===== src/rtl/jtdsp16_pkg.sv =====
// Shared definitions for the JTDSP16 do-loop cache: state encoding and do_data field layout.
package jtdsp16_pkg;

    localparam int unsigned DEF_DEPTH = 15;
    localparam int unsigned DEF_KW    = 4;
    localparam int unsigned DEF_NW    = 7;
    localparam int unsigned WORD_W    = 16;

    // do_data = {K, N}: N sits at the bottom, K directly above it
    localparam int unsigned N_LSB = 0;

    function automatic int unsigned k_lsb(input int unsigned nw);
        return nw;
    endfunction

    typedef enum logic [1:0] {
        ST_IDLE   = 2'd0,
        ST_FILL   = 2'd1,
        ST_REPLAY = 2'd2
    } do_state_e;

endpackage


===== src/rtl/jtdsp16_cache_mem.sv =====
// DEPTH x 16 register file: one synchronous write port gated by cen, one asynchronous read port.
module jtdsp16_cache_mem #(
    parameter int unsigned DEPTH = 15,
    parameter int unsigned AW    = 4
) (
    input  logic          clk,
    input  logic          cen,
    input  logic          we,
    input  logic [AW-1:0] wr_addr,
    input  logic [15:0]   wr_data,
    input  logic [AW-1:0] rd_addr,
    output logic [15:0]   rd_data_c
);

    logic [15:0] mem [DEPTH];

    always_ff @(posedge clk) begin
        if (cen && we) begin
            mem[wr_addr] <= wr_data;
        end
    end

    assign rd_data_c = mem[rd_addr];

endmodule


===== src/rtl/jtdsp16_do_cache.sv =====
// Do-loop instruction cache and sequencer: captures K words after "do K,N", replays them N-1 times.
// Optional feature macro: JTDSP16_REDO_EN enables "redo N" (K==0) replay of the last stored block.
module jtdsp16_do_cache
    import jtdsp16_pkg::*;
#(
    parameter int unsigned DEPTH = DEF_DEPTH,
    parameter int unsigned KW    = DEF_KW,
    parameter int unsigned NW    = DEF_NW
) (
    input  logic             clk,
    input  logic             rst,
    input  logic             cen,
    input  logic             do_start,
    input  logic [KW+NW-1:0] do_data,
    input  logic             fetch,
    input  logic [15:0]      rom_dout,
    output logic [15:0]      cache_dout,
    output logic             up_xcache,
    output logic             pc_hold,
    output logic             no_int,
    output logic [NW-1:0]    cloop,
    output logic             busy,
    output logic             err
);

    localparam int unsigned AW    = (DEPTH > 1) ? $clog2(DEPTH) : 1;
    localparam int unsigned K_LSB = k_lsb(NW);

`ifdef JTDSP16_REDO_EN
    localparam bit REDO_EN = 1'b1;
`else
    localparam bit REDO_EN = 1'b0;
`endif

    do_state_e       state, state_nx;
    logic [KW-1:0]   k_r, k_nx;
    logic [NW-1:0]   n_r, n_nx;
    logic [KW-1:0]   wr_ptr, wr_ptr_nx;
    logic [KW-1:0]   rd_ptr, rd_ptr_nx;
    logic [NW-1:0]   cloop_nx;
    logic            valid, valid_nx;
    logic            err_nx;
    logic            we_c;
    logic [KW-1:0]   req_k_c;
    logic [NW-1:0]   req_n_c;
    logic [15:0]     rd_data_c;

    assign req_k_c = do_data[K_LSB +: KW];
    assign req_n_c = do_data[N_LSB +: NW];

    jtdsp16_cache_mem #(
        .DEPTH (DEPTH),
        .AW    (AW)
    ) u_mem (
        .clk       (clk),
        .cen       (cen),
        .we        (we_c),
        .wr_addr   (AW'(wr_ptr)),
        .wr_data   (rom_dout),
        .rd_addr   (AW'(rd_ptr)),
        .rd_data_c (rd_data_c)
    );

    // The cache only drives the instruction bus while replaying
    assign cache_dout = up_xcache ? rd_data_c : 16'd0;

    // State register plus registered outputs derived from the next state
    always_ff @(posedge clk) begin
        if (rst) begin
            state     <= ST_IDLE;
            k_r       <= '0;
            n_r       <= '0;
            wr_ptr    <= '0;
            rd_ptr    <= '0;
            cloop     <= '0;
            valid     <= 1'b0;
            err       <= 1'b0;
            busy      <= 1'b0;
            no_int    <= 1'b0;
            up_xcache <= 1'b0;
            pc_hold   <= 1'b0;
        end else begin
            state     <= state_nx;
            k_r       <= k_nx;
            n_r       <= n_nx;
            wr_ptr    <= wr_ptr_nx;
            rd_ptr    <= rd_ptr_nx;
            cloop     <= cloop_nx;
            valid     <= valid_nx;
            err       <= err_nx;
            busy      <= (state_nx != ST_IDLE);
            no_int    <= (state_nx != ST_IDLE);
            up_xcache <= (state_nx == ST_REPLAY);
            pc_hold   <= (state_nx == ST_REPLAY);
        end
    end

    // Next-state, pointer, loop-count and error logic
    always_comb begin
        state_nx  = state;
        k_nx      = k_r;
        n_nx      = n_r;
        wr_ptr_nx = wr_ptr;
        rd_ptr_nx = rd_ptr;
        cloop_nx  = cloop;
        valid_nx  = valid;
        err_nx    = 1'b0;
        we_c      = 1'b0;

        if (cen) begin
            // Requests are only honoured from IDLE; nested do is rejected
            if (do_start) begin
                if (state != ST_IDLE) begin
                    err_nx = 1'b1;
                end else if (req_n_c == '0) begin
                    err_nx = 1'b1;
                end else if (req_k_c == '0) begin
                    if (REDO_EN && valid) begin
                        state_nx  = ST_REPLAY;
                        n_nx      = req_n_c;
                        rd_ptr_nx = '0;
                        cloop_nx  = req_n_c;
                    end else begin
                        err_nx = 1'b1;
                    end
                end else if (32'(req_k_c) > DEPTH) begin
                    err_nx = 1'b1;
                end else begin
                    state_nx  = ST_FILL;
                    k_nx      = req_k_c;
                    n_nx      = req_n_c;
                    wr_ptr_nx = '0;
                    cloop_nx  = req_n_c;
                end
            end

            if (fetch) begin
                case (state)
                    ST_FILL: begin
                        we_c      = 1'b1;
                        wr_ptr_nx = wr_ptr + KW'(1);
                        if (wr_ptr == k_r - KW'(1)) begin
                            valid_nx  = 1'b1;
                            rd_ptr_nx = '0;
                            if (n_r == NW'(1)) begin
                                state_nx = ST_IDLE;
                                cloop_nx = '0;
                            end else begin
                                state_nx = ST_REPLAY;
                                cloop_nx = n_r - NW'(1);
                            end
                        end
                    end
                    ST_REPLAY: begin
                        if (rd_ptr == k_r - KW'(1)) begin
                            rd_ptr_nx = '0;
                            if (cloop == NW'(1)) begin
                                state_nx = ST_IDLE;
                                cloop_nx = '0;
                            end else begin
                                cloop_nx = cloop - NW'(1);
                            end
                        end else begin
                            rd_ptr_nx = rd_ptr + KW'(1);
                        end
                    end
                    default: ;
                endcase
            end
        end
    end

endmodule


===== config.mk =====
export PLATFORM = sky130hd
export DESIGN_NAME = jtdsp16_do_cache
export DESIGN_NICKNAME = d
export VERILOG_FILES = /design/src/rtl/jtdsp16_pkg.sv /design/src/rtl/jtdsp16_cache_mem.sv /design/src/rtl/jtdsp16_do_cache.sv
export SDC_FILE = /design/constraint.sdc
export NUM_CORES = 1
export LEC_CHECK = 0
export ABC_AREA = 1
export BUFFER_PORTS_ARGS = -buffer_cell sky130_fd_sc_hd__buf_2
export CAP_MARGIN = 5
export CORE_ASPECT_RATIO = 0.75
export CORE_MARGIN = 10
export CORE_UTILIZATION = 60
export DETAILED_ROUTE_END_ITERATION = 7
export MAX_ROUTING_LAYER = met4
export PLACE_DENSITY = 0.85
export SLEW_MARGIN = 20
export SYNTH_ARGS = -nofsm -noshare
export SYNTH_HDL_FRONTEND = slang
export SYNTH_SLANG_ARGS = --single-unit

===== constraint.sdc =====
create_clock -name clk -period 5.7 [get_ports clk]
set_clock_uncertainty 0.05 [all_clocks]
set_input_delay 0.57 -clock clk [delete_from_list [all_inputs] [get_ports clk]]
set_output_delay 0.57 -clock clk [all_outputs]
set_load 0.02 [all_outputs]

==> summary.txt, run 1 <==
CTS
  • H-tree levels: 1
  • Max clock buf depth: 3
  • Clock transition at path regs: around 0.070 ns
  • Post-CTS Setup Inserts: 0
  • Clk_lat worst skew: 0.53 ns
  • Clock Sinks: 275
  • Resized cells post-CTS: 0
  • Clock root cell: clkbuf_16
  • Inserted Clock Buffers: 26
  • Post-CTS Hold Fix Bufs: 0
  • CTS tree: done

Setup path
  • Reg2reg start: state[1]$_SDFF_PP0_
  • R2R depth: 7
  • Worst Path Buf+Inv: 4
  • Type of origin of the critical path: flip-flop
  • Delay-heaviest family, CP: buffers and inverters
  • Crit-path max FO: 63
  • Arrival time at the worst endpoint: 3.74 ns
  • Crit end category: primary output
  • Required @ worst endpoint: 5.08 ns
  • Flop2flop setup slack: 2.75 ns
  • Cells along the critical path: buf_4 > clkinv_1 > buf_4 > nor2_1 > o21ai_0 > a21oi_1 > o21ai_0 > a31oi_1 > buf_2
  • Peak per-stage delay on the critical path: 0.65 ns
  • R2R Path End: u_mem.mem[14][4]$_DFFE_PP_
  • Worst Setup Path Type: flip-flop to primary output
  • Critical path's slowest cell: clkinv_1

Floorplan
  • Die height: 140.7 µm
  • Row count: 44
  • # IOs: 60
  • Die Wd: between 150 and 200 µm
  • Core area: 19210 µm²
  • Die footprint: 25450 µm²
  • Initial Util: 60.63%

Synth
  • Post-synthesis xor/xnor area fraction: less than 1%
  • Most used flip-flop cell after synthesis: edfxtp_1
  • Mapped Area: 11650 µm²
  • Synthesized net count: 1097
  • Largest family of logic cells by synthesized area: simple AND/OR/NAND/NOR gates
  • Synth Area in Compound Gates: 12.09%
  • Flops & latches, synth: 275
  • Synth top area share: 61.87%
  • Post-synthesis cell count: ~1100
  • Synth cell types: 34
  • Seq/Total Area, Yosys: between 60% and 70%
  • Synth async-reset ratio: 0%
  • Post-synth EDFFs: 240
  • Synthesized-area fraction occupied by adder cells: 1.396%
  • Most area-hungry cell type in the Yosys netlist: edfxtp_1
  • Synth Area in Simple Gates: 14.00%
  • Top post-synthesis cells by area: edfxtp_1 (62%), dfxtp_1 (6.0%), o21ai_0 (5.5%), nand2_1 (5.3%), nor2_1 (5.0%)
  • Mux contribution to synthesized area: 0%
  • Warnings, synthesis: 0
  • Avg Cell Area, Syn: 11.07 µm²

Layout
  • Fraction of layout cells with a size suffix above 1: between 10% and 20%
  • Register Area: a little under 8000 µm²
  • Area grow syn2layout: 12.15%
  • NumNets Final: 1141
  • Commonest cells after routing, fill and taps aside: edfxtp_1 (240), nand2_1 (166), nor2_1 (141)
  • Fillcell total: around 1300
  • Most common cell after layout, fill and taps aside: edfxtp_1
  • Area of the multi-input gates: about 3300 µm²

Timing
  • Minimum clock period: 4.359 ns
  • Final period utilization: between 70% and 80%
  • Final Max Slew Viols: 0
  • Hold Violations, Final: 0
  • Final setup viols: 0
  • Setup_tns: 0 ns
  • Slew @ Worst Pin: roughly 1.2 ns
  • RSZ-0062 raised after global routing: false
  • Slew HR: 23.00%
  • Max Fclk: 229.4 MHz

Routing
  • Post-route DRC violation count: 0
  • Per-cell routed wire length: 21.11 µm
  • Pre-Repair DR Iteration Count: 5
  • Routed wire length: approximately 29000 µm
  • ANT nets after route: 0
  • Via count: 8353
  • Via density: 6.097
  • DR iter-0 viols: 1198

GRT
  • First-pass GRT wire length: 44390 µm
  • Initial antenna violation count: 1
  • Largest net degree at the start of global routing: 113
  • GR Overflow Total: 0
  • Total Routing Usage GR: 22.33%
  • Vias in the first global route: 8203

Run status
  • Outcome: finished clean

Min path
  • HP Start: do_data[7]
  • HP Class: input port to flip-flop
  • Hold Path Sink: k_r[0]$_SDFFE_PP0P_
  • Hold path depth: 3

Power and ir drop
  • PwrDens: 327.4 nW/µm²
  • P_leak: about 4.7 nW
  • Worst vdd ir: 0.2550 mV
  • Total power: 4.277 mW

Place
  • DP Wirelength: around 16000 µm
  • Placer Congestion: 0.8960
  • Port buffer count: 59

Flow run
  • Max Cap Viol: 0
[worst max path at each step]
stage	start	end	slack (ns)	cells after the start
2_1_floorplan	state[1]$_SDFF_PP0_	u_mem.mem[0][0]$_DFFE_PP_	3.37	6
3_3_place_gp	flip-flop	cache_dout[0]	2.20	9
3_5_place_dp	flip-flop	cache_dout[0]	2.15	9
4_1_cts	flip-flop	cache_dout[0]	1.49	9
5_1_grt	flip-flop	cache_dout[0]	1.17	9
6_report	flip-flop	cache_dout[0]	1.34	9
[metrics by stage]
step / hold WS (ns) / worst slack [ns] / util (%) / cells / instance area (µm²)
6_report: 0.2482 / 1.341 / 67.99 / 1370 / 13060
5_1_grt: 0.2530 / 1.167 / 67.99 / 1370 / 13060
4_1_cts: 0.2422 / 1.489 / 67.73 / 1368 / 13010
3_5_place_dp: 0.4289 / 2.146 / 63.19 / 1320 / 12140
3_3_place_gp: 0.4259 / 2.198 / 63.18 / 1320 / 12140
2_1_floorplan: 0.4078 / 3.375 / - / 1052 / 11650
[per-layer routing]
metal / GRT usage, % / part of all wire (%) / up-vias
li1: - / - / 3835
met1: 28.41 / 40 / 3885
met2: 34.17 / 46 / 541
met3: 5.422 / 11 / 92
met4: 8.742 / 3.4 / 0
met5: - / 0 / -
[final cells by class]
class | instances | share of cell area (%)
Antenna cell | 1 | 0.01916
Clock buffer | 34 | 5.603
Clock inverter | 14 | 1.073
Inverter | 54 | 1.571
Multi-Input combinational cell | 667 | 25.58
Sequential cell | 275 | 60.57
Tap cell | 253 | 2.423
Timing Repair Buffer | 72 | 3.161
[worst register-to-register path: cells and delay by family (launching register included)]
family | cells | cell delay (ns)
adder cells (fa/ha/maj) | 1 | 0.37
buffers and inverters | 2 | 0.47
flip-flops | 1 | 0.33
AND/OR/NAND/NOR | 4 | 1.43
[synth_stat cells, types with 2 or more instances]
library cell / number
edfxtp_1: 240
nand2_1: 166
nor2_1: 154
o21ai_0: 128
inv_1: 53
a21oi_1: 51
o22ai_1: 41
nand3_1: 40
dfxtp_1: 35
clkbuf_1: 31
buf_2: 22
ha_1: 13
nand4_1: 12
a31oi_1: 10
o211ai_1: 10
xor2_1: 9
a311oi_1: 8
nor3_1: 4
buf_4: 3
nand2_2: 3
nor2_2: 3
a211oi_1: 2
nand2_4: 2
nor2_4: 2
[power breakdown]
part	leakage, nW	total, mW	switching, mW	internal, mW
clock	0.418	1.75	0.749	1.00
combinational	1.83	0.308	0.216	0.0916
sequential	2.44	2.22	0.0179	2.20
total	4.69	4.28	0.983	3.29
[flip-flops by register name, summed over array words and instances, names as in the netlist, 2 cells and up, named ones only]
signal and count:
cloop 7, k_r 4, n_r 7, rd_ptr 4, state 2, u_mem.mem 240, wr_ptr 4
[cell families after synthesis]
family | after synthesis
simple gates | 390
xor+xnor | 10
compound gates | 254
buf+inv | 110
fa+ha+maj | 13
flops | 275
(Power assumes the default switching activity.)
==> inputs of run 2 (changes only) <==
Settings changed: CORE_UTILIZATION 60 to 55, PLACE_DENSITY 0.85 to 0.83.
Clock period 5.7 ns to 3.6 ns, I/O delays scaled along.
==> run 2 against run 1 <==
Against the previous run: via count increased by 0.13%; non-clock buffer count increased by 19; hold slack got worse by 0.20 ns; combinational power increased by 57%; cell count increased by 3.9%; sequential share of layout area decreased by 0.66 points; die area increased by 7.9%; critical path type unchanged; largest cell class unchanged.
==> summary.txt, run 2 (synthesized netlist as in run 1, its figures left out) <==
Routing
  • Routed length on met1: 12050 µm (+5.3%)
  • Post-route DRC violation count: 0 (unchanged)
  • Met3 Routed Length: 2719 µm (-14%)
  • Via count: 8364 (+0.13%)
  • ANT nets after route: 0 (unchanged)
  • Via density: 5.874 (-3.7%)
  • Routed wire length: 28600 µm (-1.1%)
  • Wire length on met2: 13140 µm (-1.4%)
  • Highest Signal Layer: met4
  • Per-cell routed wire length: 20.09 µm (-4.8%)
  • Pre-Repair DR Iteration Count: 6 (+1)
  • DR iter-0 viols: 1181 (-1.4%)

Power and ir drop
  • P_leak: 4.782 nW (+1.9%)
  • PwrDens: 511.0 nW/µm² (+56%)
  • Combinational power share: 7.2% (about the same)
  • Int Pwr: 5.219 mW (+58%)
  • P_sw: 1.530 mW (+56%)
  • Flop pwr share: 52.1% (+0.2 points)
  • Clock power frac: 40.7% (-0.2 points)
  • Total power: 6.749 mW (+58%)
  • Switching Fraction: 22.66% (-0.32 points)
  • Worst vdd ir: 0.4489 mV (+76%)

CTS
  • Clock Sinks: 275 (unchanged)
  • Resized cells post-CTS: 0 (unchanged)
  • Max clock buf depth: 3 (unchanged)
  • Post-CTS Setup Inserts: 0 (unchanged)
  • Clock root cell: clkbuf_16
  • Inserted Clock Buffers: 26 (unchanged)
  • CTS tree: done
  • Clock transition at path regs: 0.06 ns (about the same)
  • Post-CTS Hold Fix Bufs: 0 (unchanged)
  • H-tree levels: 1 (unchanged)
  • Clk_lat worst skew: 0.53 ns (about the same)

Floorplan
  • Core area: 21010 µm² (+9.3%)
  • Die height: 146.0 µm (+3.8%)
  • Die Wd: 188.0 µm (+4.0%)
  • Initial Util: 55.45% (-5.2 points)
  • Die footprint: 27460 µm² (+7.9%)
  • Row count: 46 (+4.5%)
  • # IOs: 60 (unchanged)

Timing
  • Minimum clock period: ~3.4 ns
  • Slew HR: 43.52% (+21 points)
  • Max Fclk: 295.9 MHz
  • Final Max Slew Viols: 0 (unchanged)
  • Hold Violations, Final: 0 (unchanged)
  • Slew @ Worst Pin: 0.8420 ns (-0.3119 ns)
  • Setup_tns: 0 ns (unchanged)
  • Final period utilization: 93.88%
  • Fin Hold WS: 0.04871 ns (-0.1995 ns)
  • Post-route setup slack: 0.2203 ns (-1.120 ns)
  • Final setup viols: 0 (unchanged)
  • RSZ-0062 raised after global routing: false

Setup path
  • Arrival time at the worst endpoint: 2.97 ns (-0.77 ns)
  • Worst Setup Path Type: flip-flop to primary output
  • Flop2flop setup slack: 0.92 ns (-1.83 ns)
  • Crit end category: primary output
  • Type of origin of the critical path: flip-flop
  • Crit-path max FO: 59 (-6.3%)
  • Required @ worst endpoint: 3.19 ns (-1.89 ns)

Layout
  • Fillcell total: 1571 (+24%)
  • Finished Layout Cells: 1424 (+3.9%)
  • Most common cell after layout, fill and taps aside: edfxtp_1
  • Fraction of layout cells with a size suffix above 1: 14.01% (+1.1 points)
  • Final instance area: 13210 µm² (+1.1%)
  • NumNets Final: 1160 (+1.7%)
  • Max reg flops: 240 (unchanged)
  • Commonest cells after routing, fill and taps aside: edfxtp_1 (240), nand2_1 (166), nor2_1 (139)
  • Reg with most FFs: u_mem.mem
  • Area grow syn2layout: 13.38%
  • Top flop regs: u_mem.mem: 240 flops, cloop: 7 flops, n_r: 7 flops
  • Final Util: 62.87% (-5.1 points)

Place
  • Placer Congestion: 0.8968 (about the same)
  • Port buffer count: 59 (unchanged)
  • DP Worst Slack: 0.8829 ns (-1.264 ns)
  • DP Cell Count: 1375 (+4.2%)
  • DP Wirelength: 17410 µm (+7.5%)
  • Dpl cell area: 12350 µm² (+1.7%)

Min path
  • HP Class: input port to flip-flop

GRT
  • Vias in the first global route: 7965 (-2.9%)
  • First-pass GRT wire length: 44640 µm (+0.58%)
  • Total Routing Usage GR: 20.87% (-1.5 points)
  • GR Overflow Total: 0 (unchanged)
  • Largest net degree at the start of global routing: 63 (-44%)
  • Initial antenna violation count: 1 (unchanged)

Run status
  • Outcome: finished clean

Flow run
  • Max Cap Viol: 0 (unchanged)
## run 2: cell types whose count changed in the layout (fill, tap and decap cells not counted), moves of 2 or more
cell,change
nor2_1,-2
nor2_4,-4
clkbuf_8,-3
clkinv_1,+5
buf_4,+19
clkinvlp_4,-2
nor2_2,+6
## run 2: critical path, cell delays in order (launching register included)
cell	delay (ns)
dfxtp_4	0.50
inv_2	0.47
buf_12	0.31
nand2_1	0.10
nand3_1	0.08
o211ai_1	0.12
nand2_1	0.09
a21oi_1	0.04
a311oi_1	0.43
buf_2	0.26
## run 2: layer usage
| metal | up-vias | GRT usage (%) |
|---|---|---|
| met3 | 67 | 3.641 |
| met4 | 0 | 5.906 |
| met1 | 4013 | 28.33 |
| met5 | - | - |
| li1 | 3861 | - |
| met2 | 423 | 31.82 |
## run 2: final timing paths
kind	start	to	cells after the start
setup / recovery	flip-flop	cache_dout[9]	9
hold / removal	do_data[1]	n_r[1]$_SDFFE_PP0P_	3
setup reg to reg	state[1]$_SDFF_PP0_	u_mem.mem[11][13]$_DFFE_PP_	7
hold reg to reg	n_r[1]$_SDFFE_PP0P_	n_r[1]$_SDFFE_PP0P_	2
## run 2: layout make-up
class / instances / area (µm²) / area share, %
Sequential cell: 275 / 7913 / 59.91
Inverter: 54 / 202.7 / 1.535
Clock inverter: 16 / 160.2 / 1.213
Timing Repair Buffer: 91 / 548.0 / 4.149
Tap cell: 288 / 360.3 / 2.728
Antenna cell: 1 / 2.502 / 0.01895
Multi-Input combinational cell: 667 / 3327 / 25.19
Clock buffer: 32 / 694.4 / 5.258
## run 2: power groups by stage
stage / registers [mW] / logic (mW) / clock network [mW]
after floorplan: 3.58 / 0.312 / 0
after global placement: 3.58 / 0.461 / 0
after detailed placement: 3.59 / 0.473 / 0
after CTS: 3.52 / 0.477 / 2.77
after global routing: 3.52 / 0.537 / 2.90
final: 3.52 / 0.484 / 2.75
